==> src/rtl/pipelined_alu.sv <==
// Two-stage pipelined ALU with valid/ready handshake on both sides.
// Optional signed-overflow output enabled by defining PIPELINED_ALU_OVF_EN.
module pipelined_alu #(
  parameter  int WIDTH = 32,
  localparam int HALF  = WIDTH / 2
) (
  input  logic             clk,
  input  logic             reset_n,
  input  logic             in_valid,
  output logic             in_ready,
  input  logic [WIDTH-1:0] a,
  input  logic [WIDTH-1:0] b,
  input  logic [4:0]       op,
  output logic             out_valid,
  input  logic             out_ready,
  output logic [WIDTH-1:0] result,
  output logic             compare,
  output logic             illegal
`ifdef PIPELINED_ALU_OVF_EN
  ,
  output logic             overflow
`endif
);

  localparam logic [4:0] OP_ADD   = 5'b00000;
  localparam logic [4:0] OP_SUB   = 5'b00001;
  localparam logic [4:0] OP_AND   = 5'b00010;
  localparam logic [4:0] OP_OR    = 5'b00011;
  localparam logic [4:0] OP_XOR   = 5'b00100;
  localparam logic [4:0] OP_NAND  = 5'b00101;
  localparam logic [4:0] OP_NOR   = 5'b00110;
  localparam logic [4:0] OP_XNOR  = 5'b00111;
  localparam logic [4:0] OP_MVHI  = 5'b01000;
  localparam logic [4:0] OP_F     = 5'b01001;
  localparam logic [4:0] OP_EQ    = 5'b01010;
  localparam logic [4:0] OP_LT    = 5'b01011;
  localparam logic [4:0] OP_LTE   = 5'b01100;
  localparam logic [4:0] OP_T     = 5'b01101;
  localparam logic [4:0] OP_NE    = 5'b01110;
  localparam logic [4:0] OP_GTE   = 5'b01111;
  localparam logic [4:0] OP_GT    = 5'b10000;
  localparam logic [4:0] OP_BEQZ  = 5'b10001;
  localparam logic [4:0] OP_BLTZ  = 5'b10010;
  localparam logic [4:0] OP_BLTEZ = 5'b10011;
  localparam logic [4:0] OP_BNEZ  = 5'b10100;
  localparam logic [4:0] OP_BGTEZ = 5'b10101;
  localparam logic [4:0] OP_BGTZ  = 5'b10111;

  logic             r_s1_valid;
  logic [WIDTH-1:0] r_a;
  logic [WIDTH-1:0] r_b;
  logic [4:0]       r_op;
  logic             r_out_valid;
  logic [WIDTH-1:0] r_result;
  logic             r_compare;
  logic             r_illegal;

  logic             w_s2_load;
  logic             w_in_ready;
  logic             w_accept;
  logic [WIDTH-1:0] w_sum;
  logic [WIDTH-1:0] w_diff;
  logic [WIDTH-1:0] w_res_base;
  logic [WIDTH-1:0] w_res;
  logic             w_cmp;
  logic             w_cmp_op;
  logic             w_ill;
  logic             w_a_neg;
  logic             w_a_zero;
  logic             w_a_lt_b;
  logic             w_a_eq_b;

  // S2 may load whenever its slot is empty or being drained this cycle
  assign w_s2_load  = !r_out_valid | out_ready;
  assign w_in_ready = !r_s1_valid | w_s2_load;
  assign w_accept   = in_valid & w_in_ready;

  assign w_sum    = r_a + r_b;
  assign w_diff   = r_a - r_b;
  assign w_a_neg  = r_a[WIDTH-1];
  assign w_a_zero = (r_a == {WIDTH{1'b0}});
  assign w_a_lt_b = ($signed(r_a) < $signed(r_b));
  assign w_a_eq_b = (r_a == r_b);

  // Opcode decode and datapath evaluated from the S1 registers
  always_comb begin
    w_res_base = {WIDTH{1'b0}};
    w_cmp      = 1'b0;
    w_cmp_op   = 1'b0;
    w_ill      = 1'b0;
    case (r_op)
      OP_ADD:   w_res_base = w_sum;
      OP_SUB:   w_res_base = w_diff;
      OP_AND:   w_res_base = r_a & r_b;
      OP_OR:    w_res_base = r_a | r_b;
      OP_XOR:   w_res_base = r_a ^ r_b;
      OP_NAND:  w_res_base = ~(r_a & r_b);
      OP_NOR:   w_res_base = ~(r_a | r_b);
      OP_XNOR:  w_res_base = ~(r_a ^ r_b);
      OP_MVHI:  w_res_base = {r_b[HALF-1:0], {HALF{1'b0}}};
      OP_F:     begin w_cmp_op = 1'b1; w_cmp = 1'b0; end
      OP_EQ:    begin w_cmp_op = 1'b1; w_cmp = w_a_eq_b; end
      OP_LT:    begin w_cmp_op = 1'b1; w_cmp = w_a_lt_b; end
      OP_LTE:   begin w_cmp_op = 1'b1; w_cmp = w_a_lt_b | w_a_eq_b; end
      OP_T:     begin w_cmp_op = 1'b1; w_cmp = 1'b1; end
      OP_NE:    begin w_cmp_op = 1'b1; w_cmp = !w_a_eq_b; end
      OP_GTE:   begin w_cmp_op = 1'b1; w_cmp = !w_a_lt_b; end
      OP_GT:    begin w_cmp_op = 1'b1; w_cmp = !w_a_lt_b & !w_a_eq_b; end
      OP_BEQZ:  w_cmp = w_a_zero;
      OP_BLTZ:  w_cmp = w_a_neg;
      OP_BLTEZ: w_cmp = w_a_neg | w_a_zero;
      OP_BNEZ:  w_cmp = !w_a_zero;
      OP_BGTEZ: w_cmp = !w_a_neg;
      OP_BGTZ:  w_cmp = !w_a_neg & !w_a_zero;
      default:  w_ill = 1'b1;
    endcase
  end

  // Compares report their outcome through result as well; branches leave it zero
  assign w_res = w_cmp_op ? {{(WIDTH-1){1'b0}}, w_cmp} : w_res_base;

`ifdef PIPELINED_ALU_OVF_EN
  logic w_ovf;
  logic r_overflow;

  assign w_ovf = ((r_op == OP_ADD) && (r_a[WIDTH-1] == r_b[WIDTH-1]) && (w_sum[WIDTH-1]  != r_a[WIDTH-1])) ||
                 ((r_op == OP_SUB) && (r_a[WIDTH-1] != r_b[WIDTH-1]) && (w_diff[WIDTH-1] != r_a[WIDTH-1]));

  // Overflow flag travels with the S2 result
  always_ff @(posedge clk) begin
    if (!reset_n) begin
      r_overflow <= 1'b0;
    end else if (w_s2_load && r_s1_valid) begin
      r_overflow <= w_ovf;
    end else begin
      r_overflow <= r_overflow;
    end
  end

  assign overflow = r_overflow;
`endif

  // Stage 1: capture operands on accept, drop the entry once S2 takes it
  always_ff @(posedge clk) begin
    if (!reset_n) begin
      r_s1_valid <= 1'b0;
      r_a        <= {WIDTH{1'b0}};
      r_b        <= {WIDTH{1'b0}};
      r_op       <= 5'b00000;
    end else if (w_accept) begin
      r_s1_valid <= 1'b1;
      r_a        <= a;
      r_b        <= b;
      r_op       <= op;
    end else if (w_s2_load) begin
      r_s1_valid <= 1'b0;
    end else begin
      r_s1_valid <= r_s1_valid;
    end
  end

  // Stage 2: result registers only change when an S1 entry moves in
  always_ff @(posedge clk) begin
    if (!reset_n) begin
      r_out_valid <= 1'b0;
      r_result    <= {WIDTH{1'b0}};
      r_compare   <= 1'b0;
      r_illegal   <= 1'b0;
    end else if (w_s2_load) begin
      r_out_valid <= r_s1_valid;
      if (r_s1_valid) begin
        r_result  <= w_res;
        r_compare <= w_cmp;
        r_illegal <= w_ill;
      end else begin
        r_result  <= r_result;
        r_compare <= r_compare;
        r_illegal <= r_illegal;
      end
    end else begin
      r_out_valid <= r_out_valid;
    end
  end

  assign in_ready  = w_in_ready;
  assign out_valid = r_out_valid;
  assign result    = r_result;
  assign compare   = r_compare;
  assign illegal   = r_illegal;

endmodule

==> config.mk <==
export PLATFORM = sky130hd
export DESIGN_NAME = pipelined_alu
export DESIGN_NICKNAME = d
export VERILOG_FILES = /design/src/rtl/pipelined_alu.sv
export SDC_FILE = /design/constraint.sdc
export NUM_CORES = 1
export LEC_CHECK = 0
export ABC_CLOCK_PERIOD_IN_PS = 8700
export CORE_ASPECT_RATIO = 0.6
export CORE_MARGIN = 4
export CORE_UTILIZATION = 55
export DETAILED_ROUTE_END_ITERATION = 12
export PLACE_DENSITY = 0.77
export SETUP_SLACK_MARGIN = 0.5
export SYNTH_ARGS = -nofsm -noshare
export SYNTH_HDL_FRONTEND = slang
export SYNTH_SLANG_ARGS = --single-unit
==> constraint.sdc <==
create_clock -name clk -period 8.7 [get_ports clk]
set_clock_uncertainty 0.1 [all_clocks]
set_input_delay 1.74 -clock clk [delete_from_list [all_inputs] [get_ports clk]]
set_output_delay 1.74 -clock clk [all_outputs]
set_load 0.005 [all_outputs]
==> results of run 1 <==
## routing by layer
| metal | GRT usage | wire length (um) | up-vias |
|---|---|---|---|
| met2 | 0.466 | 13900 | 949 |
| met4 | 0.0952 | 1250 | 2 |
| met5 | 0 | 13 | - |
| li1 | - | - | 5111 |
| met1 | 0.544 | 16500 | 5188 |
| met3 | 0.188 | 7600 | 137 |
## stage by stage
stage	hold slack (ns)	total power [uW]
2_1_floorplan	0.339	902
3_3_place_gp	0.333	1090
3_5_place_dp	0.342	1090
4_1_cts	0.359	1540
5_1_grt	0.365	1630
6_report	0.356	1570
## layout make-up
cell class	instances	area [sq um]
clock buffer	9	225
timing repair buffer	125	1210
fill	1626	6070
multi-input combinational	1108	6950
clock inverter	7	93.8
inverter	97	367
tap	234	293
sequential	105	2100
## path summary, 6_finish.rpt
kind | start | to | slack (ns) | cells after the start
max | out_ready | in_ready | 3.86 | 4
min | result[15] | result[15] | 0.36 | 2
max reg2reg | r_b[4] | result[30] | 4.46 | 11
min reg2reg | result[15] | result[15] | 0.36 | 2
## logic make-up after synthesis
logic type / Yosys count
compound gates: 504
xor+xnor: 14
fa+ha+maj: 98
buf+inv: 199
flops: 105
mux: 29
simple gates: 463
## layout by cell type, fill, tap and decap left out, types with 10 or more instances in the layout
| master | instances |
|---|---|
| nand2b_1 | 10 |
| nor2b_1 | 10 |
| a211oi_1 | 18 |
| o221ai_1 | 13 |
| a21oi_1 | 196 |
| o21ai_0 | 69 |
| o22ai_1 | 28 |
| mux2i_1 | 27 |
| inv_1 | 93 |
| nand3_1 | 24 |
| clkdlybuf4s50_1 | 108 |
| o211ai_1 | 18 |
| o21bai_1 | 25 |
| dfxtp_1 | 103 |
| a31oi_1 | 19 |
| xnor2_1 | 13 |
| nor3_1 | 27 |
| buf_4 | 17 |
| a22oi_1 | 13 |
| nand2_1 | 226 |
| a221oi_1 | 17 |
| nor4_1 | 16 |
| ha_1 | 96 |
| o31ai_1 | 17 |
| nor2_1 | 99 |
## worst max-delay path: cells and delay by family
family / cells / cell delay [ns]
AND/OR/NAND/NOR: 2 / 0.40
buffers and inverters: 2 / 0.86
## registers in the layout, summed over array words and instances (netlist names)
name,cells
illegal,1
result,32
r_a,32
r_s1_valid,1
compare,1
r_b,32
out_valid,1
r_op,5
## power breakdown
part | total (uW) | leakage (uW) | switching [uW] | internal [uW]
Sequential | 547 | 0.000862 | 41.1 | 506
Clock | 455 | 0.000154 | 245 | 210
Combinational | 572 | 0.00318 | 362 | 209
Total | 1570 | 0.00420 | 648 | 926
==> summary.txt, run 1 <==
Status
  – Outcome: finished clean

Clock network
  – CTS tree: built
  – Worst skew pair latency: 0.38 ns
  – CTS sink cnt: 105
  – CTS root buffer: clkbuf_16
  – Post-CTS Setup Bufs: 0
  – Hold buffers post-CTS: 0
  – Total CTS buffers: 9
  – Post_cts resized: 0
  – CTS Buffer Depth: 2
  – Clock transition at path regs: 0.08 ns
  – H-tree levels: 3

Yosys
  – Simple-Gate Fraction of Synth Area: 0.208
  – Compound-Gate Fraction of Synth Area: 0.330
  – Avg Cell Area, Syn: 6.94 sq um
  – Post-synthesis adder-cell area fraction: 0.127
  – Mux contribution to synthesized area: 0.0299
  – XOR/XNOR Fraction of Synth Area: 0.0125
  – Largest family of logic cells by synthesized area: compound AO/OA/AOI/OAI gates
  – Synth cell types: 74
  – Top-count cell post-synth: nand2_1
  – Number of flops mapped to enable cells by yosys: 0
  – Post-Syn Area: 0.00980 sq mm
  – Synth warnings: 0
  – Mapped Cells: 1412
  – Synth area leader: dfxtp_1
  – Synth cell count leaders: nand2_1, a21oi_1, dfxtp_1
  – Area share of the largest cell type after synthesis: 0.214
  – Largest cells by area after synthesis: dfxtp_1, ha_1, a21oi_1
  – Syn nets: 1583
  – Register area share after synthesis: 0.214
  – #FFs+latches synth: 105
  – Top FF cell, synth: dfxtp_1
  – Fraction of registers with async set/reset: 0

Die
  – Num rows: 37
  – Die Y: 111 um
  – Total I/O pin count: 109
  – Die ar.: 0.0201 sq mm
  – Initial Util: 0.566
  – Die W: 180 um
  – Core Area: 0.0173 sq mm

Finish
  – Share of layout cells above drive strength 1: 0.0414
  – Nets@finish: 1617
  – N_diodes: 0
  – Finished Layout Cells: 1685
  – Utilization after layout: 0.649
  – P&R area growth vs syn: 14.7%
  – Design Area, Final: 0.0112 sq mm

Critical path
  – Most used cell, CP: clkdlybuf4s50_1
  – Critical Path Fanout Max: 5
  – Worst path required time: 6.86 ns
  – Endpoint type of the worst setup path: primary output
  – Setup crit start kind: input port
  – Critical Setup Path Class: input port to primary output
  – Worst path cell trace: clkdlybuf4s50_1 > nor2b_1 > nand2_1 > clkdlybuf4s50_1
  – Crit path largest cell delay: 0.47 ns
  – CP arrival: 3.00 ns
  – Crit path max-delay cell type: clkdlybuf4s50_1

Placement
  – Gpl congestion: 1.06
  – HPWL after DPL: 28.7 mm
  – IO Port Bufs: 108
  – Placed Cells: 1669
  – Placed cell area: 0.0109 sq mm
  – Pre-CTS setup slack: 3.87 ns

STA
  – Setup TNS: 0 ns
  – Relative slew slack: 0.188
  – Final setup violation count: 0
  – Worst-Margin Slew: 1.21 ns
  – Final Cycle Share: 0.557
  – Slew Viols, Final: 0
  – Hold Fails Final Rpt: 0
  – RSZ-0062 raised after global routing: false
  – Fmax: 206 MHz
  – Final setup margin: 3.86 ns
  – Min cycle time layout: 4.84 ns

Global route
  – First-pass GRT wire length: 59.1 mm
  – Global Route Usage Sum: 0.370
  – Largest net degree at the start of global routing: 84
  – Vias in the first global route: 10.1k
  – Initial antenna violation count: 1
  – Total gr overflow: 0

Pwr
  – Pwr dens: 140 mW/mm^2
  – VDD IR max: 0.000100 V
  – Leakage: 0.00420 uW

Detailed routing
  – Initial DRC Count: 1769
  – Post-DRT Antenna Nets: 0
  – Routed via count: 11.4k
  – DRT Wirelength: 39.3 mm
  – DRC Markers: 0
  – DRT Pass-1 Iters: 7
  – Vias per cell: 6.76
  – Wire length per cell: 23.3 um

Flow run
  – Max-cap viol count: 0

Worst hold path
  – Hold WC Path Type: flip-flop to flip-flop
Power figures use the tool's default switching activity.
==> run 2: changes to the inputs <==
--- a/config.mk
+++ b/config.mk
@@ -5,12 +5,12 @@
 export SDC_FILE = /design/constraint.sdc
 export NUM_CORES = 1
 export LEC_CHECK = 0
-export ABC_CLOCK_PERIOD_IN_PS = 8700
+export ABC_CLOCK_PERIOD_IN_PS = 4000
 export CORE_ASPECT_RATIO = 0.6
 export CORE_MARGIN = 4
-export CORE_UTILIZATION = 55
+export CORE_UTILIZATION = 53
 export DETAILED_ROUTE_END_ITERATION = 12
-export PLACE_DENSITY = 0.77
+export PLACE_DENSITY = 0.78
 export SETUP_SLACK_MARGIN = 0.5
 export SYNTH_ARGS = -nofsm -noshare
 export SYNTH_HDL_FRONTEND = slang
==> constraint.sdc (replaced) <==
create_clock -name clk -period 4 [get_ports clk]
set_clock_uncertainty 0.1 [all_clocks]
set_input_delay 0.8 -clock clk [delete_from_list [all_inputs] [get_ports clk]]
set_output_delay 0.8 -clock clk [all_outputs]
set_load 0.005 [all_outputs]
==> run 2 against run 1 <==
Against the previous run: flip-flop and latch count stayed put; global-route usage is 5.0 points higher; final area is 6.9% higher.
==> summary.txt, run 2 (same netlist as run 1, synthesis figures left out) <==
Clock network
  – H-tree levels: 3 (unchanged)
  – Hold buffers post-CTS: 0 (unchanged)
  – Total CTS buffers: 9 (unchanged)
  – CTS tree: built
  – CTS sink cnt: 105 (unchanged)
  – Clock transition at path regs: 0.10 ns (+0.02 ns)
  – CTS root buffer: clkbuf_16
  – CTS Buffer Depth: 2 (unchanged)
  – Worst skew pair latency: 0.39 ns (about the same)

Global route
  – Vias in the first global route: 10.8k (+6.4%)
  – GR Util met2: 0.507 (+0.0416)
  – First-pass GRT wire length: 65.8 mm (+11%)
  – Global Route Usage Sum: 0.420 (+0.0503)
  – Layer with the highest usage: met1
  – M1 GR Usage: 0.605 (+0.0604)
  – Largest net degree at the start of global routing: 84 (unchanged)
  – Met3 GRT Util: 0.265 (+0.0763)
  – Initial antenna violation count: 0 (-1)
  – Total gr overflow: 0 (unchanged)

STA
  – Final Cycle Share: 0.863
  – Min cycle time layout: 3.45 ns
  – Setup TNS: 0 ns (unchanged)
  – Fmax: 290 MHz
  – RSZ-0062 raised after global routing: false
  – Hold slack: 0.341 ns (-0.0150 ns)
  – Worst-Margin Slew: 1.05 ns (-0.161 ns)
  – Relative slew slack: 0.295 (+0.107)
  – Final setup violation count: 0 (unchanged)
  – Slew Viols, Final: 0 (unchanged)
  – Hold Fails Final Rpt: 0 (unchanged)

Worst hold path
  – Hold Startpoint: result[10]
  – End point of the worst hold path: result[10]
  – Min-Delay Path Depth: 2 (unchanged)
  – Hold WC Path Type: flip-flop to flip-flop

Critical path
  – Worst reg2reg path endpoint: compare
  – Endpoint type of the worst setup path: flip-flop
  – Critical Setup Path Class: flip-flop to flip-flop
  – Worst r2r path cells: 11 (unchanged)
  – Critical Path Fanout Max: 8 (+3)
  – Setup crit start kind: flip-flop
  – Launch point of the worst reg-to-reg path: r_b[11]
  – CP arrival: 3.68 ns (+0.68 ns)
  – R2R Setup Slk: 0.55 ns (-3.91 ns)
  – Worst path required time: 4.23 ns (-2.63 ns)

Placement
  – IO Port Bufs: 108 (unchanged)
  – Gpl congestion: 1.07 (+1.5%)
  – HPWL after DPL: 34.4 mm (+20%)

Flow run
  – Max-cap viol count: 0 (unchanged)

Finish
  – Filler instances: 1618 (-0.49%)
  – P&R area growth vs syn: 22.6%
  – Nets@finish: 1679 (+3.8%)
  – Utilization after layout: 0.663 (+0.0142)
  – Leading cell type in the layout, fill and taps excluded: nand2_1
  – Share of layout cells above drive strength 1: 0.104 (+0.0631)
  – Commonest non-fill, non-tap cells in the layout: nand2_1, a21oi_1, clkdlybuf4s50_1

Detailed routing
  – DRC Markers: 0 (unchanged)
  – Post-DRT Antenna Nets: 0 (unchanged)
  – DRT Wirelength: 45.4 mm (+15%)
  – Routed via count: 12.0k (+5.5%)
  – DRT Pass-1 Iters: 6 (-1)
  – Wire length per cell: 25.9 um (+11%)
  – Initial DRC Count: 2220 (+25%)
  – Vias per cell: 6.85 (+1.4%)

Die
  – Die ar.: 0.0208 sq mm (+3.6%)
  – Die Y: 113 um (+1.7%)
  – Core Area: 0.0181 sq mm (+4.6%)
  – Num rows: 38 (+2.7%)
  – Die W: 184 um (+1.8%)
  – Initial Util: 0.541 (-0.0250)
  – Total I/O pin count: 109 (unchanged)

Pwr
  – Leakage: 0.00456 uW (+8.6%)
  – Total Power: 3680 uW (+130%)
  – Pwr dens: 306 mW/mm^2 (+120%)
  – VDD IR max: 0.000292 V (+190%)

Status
  – Outcome: finished clean
==> run 2: cell count changes in the layout (fill, tap and decap cells not counted), moves of 6 or more <==
| cell | previous run | this run |
|---|---|---|
| buf_4 | 17 | 77 |
| ha_1 | 96 | 87 |
| ha_2 | 0 | 6 |
| dfxtp_2 | 2 | 10 |
| dfxtp_1 | 103 | 95 |
==> run 2: worst max path at each step <==
stage	to	from	depth (start not counted)	slack, ns
2_1_floorplan	result[30]	r_a[0]	12	1.06
3_3_place_gp	result[19]	r_a[1]	11	-0.13
4_1_cts	result[19]	r_b[3]	11	0.48
5_1_grt	result[30]	r_b[8]	12	0.48
6_report	compare	r_b[11]	11	0.55
3_5_place_dp	result[19]	r_b[1]	11	-0.06
==> run 2: worst max-delay path: stages (launching register included) <==
cell and delay, ns:
dfxtp_1 0.46, inv_1 0.10, ha_1 0.46, buf_4 0.24, or4_1 0.64, nor3_2 0.27
and4_1 0.34, xnor2_1 0.08, or3_1 0.36, nand3_1 0.11, nor2_1 0.05, a31oi_1 0.17
==> run 2: report_power, final <==
group,leakage [uW],internal (uW),total (uW),switching (uW)
Clock,0.000163,515,1040,524
Combinational,0.00353,551,1460,914
Sequential,0.000865,1100,1180,74.0
==> run 2: cell type report <==
| type | instances | area (sq um) | area share |
|---|---|---|---|
| inverters | 97 | 367 | 0.0305 |
| repair buffers | 187 | 1700 | 0.141 |
| diodes | 1 | 2.50 | 0.000208 |
| well taps | 240 | 300 | 0.0250 |
| clock inverters | 7 | 115 | 0.00958 |
| flip-flops and latches | 105 | 2110 | 0.176 |
| multi-input cells | 1108 | 7190 | 0.599 |
| clock buffers | 9 | 225 | 0.0187 |
==> run 2: stage by stage <==
stage	setup slack, ns	instance area (sq um)	instances
after global placement	-0.126	11400	1729
final	0.547	12000	1754
after detailed placement	-0.0610	11400	1729
after CTS	0.477	11800	1746
after global routing	0.476	12000	1753
after floorplan	1.06	9800	1412
==> run 2: repair_timing <==
| item | CTS | global route |
|---|---|---|
| hold endpoints to repair | 0 | 0 |
| setup buffers | 1 | 7 |
| pin swaps | 4 | 13 |
| setup endpoints to repair | 11 | 19 |
| resized for setup | 14 | 43 |
==> run 2: per-layer routing <==
| layer | up-vias | wire length (um) |
|---|---|---|
| met2 | 1072 | 15600 |
| li1 | 5246 | - |
| met1 | 5540 | 19000 |
| met4 | 0 | 1600 |
| met5 | - | 0 |
| met3 | 156 | 9190 |
==> run 3: changes to the inputs <==
--- a/config.mk
+++ b/config.mk
@@ -11,7 +11,8 @@
 export CORE_UTILIZATION = 53
 export DETAILED_ROUTE_END_ITERATION = 12
 export PLACE_DENSITY = 0.78
-export SETUP_SLACK_MARGIN = 0.5
+export REMOVE_ABC_BUFFERS = 1
+export SETUP_SLACK_MARGIN = 0.3
 export SYNTH_ARGS = -nofsm -noshare
 export SYNTH_HDL_FRONTEND = slang
 export SYNTH_SLANG_ARGS = --single-unit
==> run 3 against run 2 <==
Against the previous run: first-iteration DRC count fell by 19%; utilization fell by 1.7 points; clock power barely moved; cell count fell by 0.91%; count of clock-buffer cells in the layout rose by 1; combinational power fell by 8%; die area did not move; critical path type unchanged; register-to-register slack got worse by 0.23 ns; sequential power barely moved; maximum frequency fell by 6.3%.
==> summary.txt, run 3 (same netlist as run 1, synthesis figures left out) <==
Critical path
  – Setup crit start kind: flip-flop
  – Critical Setup Path Class: flip-flop to flip-flop
  – CP arrival: 3.87 ns (+0.19 ns)
  – Worst path required time: 4.19 ns (-0.04 ns)
  – Critical Path Fanout Max: 13 (+5)
  – Endpoint type of the worst setup path: flip-flop

STA
  – Fmax: 271 MHz (-6.3%)
  – Final Cycle Share: 0.921 (+0.0578)
  – Final setup violation count: 0 (unchanged)
  – Setup TNS: 0 ns (unchanged)
  – Hold Fails Final Rpt: 0 (unchanged)
  – Slew Viols, Final: 0 (unchanged)
  – Min cycle time layout: 3.68 ns (+0.231 ns)
  – RSZ-0062 raised after global routing: true
  – Relative slew slack: 0.0392 (-0.256)
  – Worst-Margin Slew: 1.44 ns (+0.383 ns)

Global route
  – Initial antenna violation count: 1 (+1)
  – Largest net degree at the start of global routing: 84 (unchanged)
  – Global Route Usage Sum: 0.386 (-0.0340)
  – Total gr overflow: 0 (unchanged)
  – First-pass GRT wire length: 62.3 mm (-5.4%)
  – Vias in the first global route: 10.3k (-4.1%)

Clock network
  – CTS Buffer Depth: 2 (unchanged)
  – CTS root buffer: clkbuf_16
  – Clock transition at path regs: 0.08 ns (-0.02 ns)
  – Total CTS buffers: 9 (unchanged)
  – CTS sink cnt: 105 (unchanged)
  – Worst skew pair latency: 0.38 ns (about the same)
  – H-tree levels: 3 (unchanged)
  – CTS tree: built

Detailed routing
  – DRT Wirelength: 41.0 mm (-9.5%)
  – Met2 wire len: 15.2 mm (-2.2%)
  – DRC Markers: 0 (unchanged)
  – Post-DRT Antenna Nets: 0 (unchanged)
  – DRT Pass-1 Iters: 9 (+3)
  – Initial DRC Count: 1792 (-19%)
  – Vias per cell: 6.59 (-3.7%)
  – Routed via count: 11.5k (-4.6%)
  – WL met1: 17.3 mm (-9.0%)
  – Met3 wire len: 7.17 mm (-22%)
  – Wire length per cell: 23.6 um (-8.7%)
  – DR top layer: met5

Die
  – Die W: 184 um (unchanged)
  – Initial Util: 0.541 (unchanged)
  – Die ar.: 0.0208 sq mm (unchanged)
  – Core Area: 0.0181 sq mm (unchanged)
  – Num rows: 38 (unchanged)
  – Total I/O pin count: 109 (unchanged)
  – Die Y: 113 um (unchanged)

Pwr
  – Pwr dens: 303 mW/mm^2 (-0.89%)
  – VDD IR max: 0.000255 V (-12%)
  – Total Power: 3560 uW (-3.4%)
  – Leakage: 0.00447 uW (-2.0%)

Finish
  – Commonest non-fill, non-tap cells in the layout: nand2_1, a21oi_1, clkdlybuf4s50_1
  – P&R area growth vs syn: 19.5%
  – Finished Layout Cells: 1738 (-0.91%)
  – Nets@finish: 1664 (-0.89%)
  – Reg area: 0.00210 sq mm (-0.47%)
  – Multi-input logic area: 0.00701 sq mm (-2.6%)
  – Share of layout cells above drive strength 1: 0.0721 (-0.0323)
  – Filler instances: 1683 (+4.0%)
  – N_diodes: 0 (-1)
  – Leading cell type in the layout, fill and taps excluded: nand2_1
  – Utilization after layout: 0.647 (-0.0166)

Flow run
  – Max-cap viol count: 0 (unchanged)

Status
  – Outcome: finished clean

Placement
  – HPWL after DPL: 30.4 mm (-12%)
  – Placed Cells: 1720 (-0.52%)
  – Gpl congestion: 1.10 (+2.4%)
  – IO Port Bufs: 108 (unchanged)

Worst hold path
  – Hold WC Path Type: flip-flop to flip-flop
-- run 3: per-stage QoR --
stage          hold WS, ns  area (sq um)  setup slack, ns
2_1_floorplan        0.339          9400            0.161
3_3_place_gp         0.337         11300            0.432
3_5_place_dp         0.349         11300            0.392
4_1_cts              0.362         11600            0.369
5_1_grt              0.385         11700            0.258
6_report             0.360         11700            0.316
-- run 3: final timing paths --
| path | start | end | slack [ns] | cells past startpoint |
|---|---|---|---|---|
| min | result[10] | result[10] | 0.36 | 2 |
| min reg2reg | result[10] | result[10] | 0.36 | 2 |
| max reg2reg | r_op[1] | result[12] | 0.32 | 6 |
| max | r_op[1] | result[12] | 0.32 | 6 |
-- run 3: layout make-up --
cell class / instances / share of cell area
multi-input combinational: 1108 / 0.598
sequential: 105 / 0.180
timing repair buffer: 172 / 0.136
inverter: 97 / 0.0313
tap: 240 / 0.0256
clock buffer: 10 / 0.0204
clock inverter: 6 / 0.00833
-- run 3: worst max-delay path: stages, from the launching register on --
cell and delay (ns):
dfxtp_1 0.56, or3_1 0.47, nor2_1 1.08, nor2_1 0.29
nor2_1 0.21, nand2_1 0.51, o21ai_0 0.36
-- run 3: per-layer routing --
layer / vias to the layer above / track usage
met1: 5259 / 0.576
met5: - / 0
met4: 2 / 0.109
met2: 871 / 0.504
met3: 114 / 0.152
li1: 5215 / -
-- run 3: power by group --
part           total (uW)  switching (uW)  leakage, uW  internal (uW)
combinational        1340             830      0.00344            512
sequential           1180            74.7     0.000862           1100
clock                1040             463     0.000165            576
-- run 3: timing repair --
item	CTS	global route
gates resized for setup	0	12
endpoints found under the setup margin	0	15
hold buffers	0	0
setup buffers	0	2
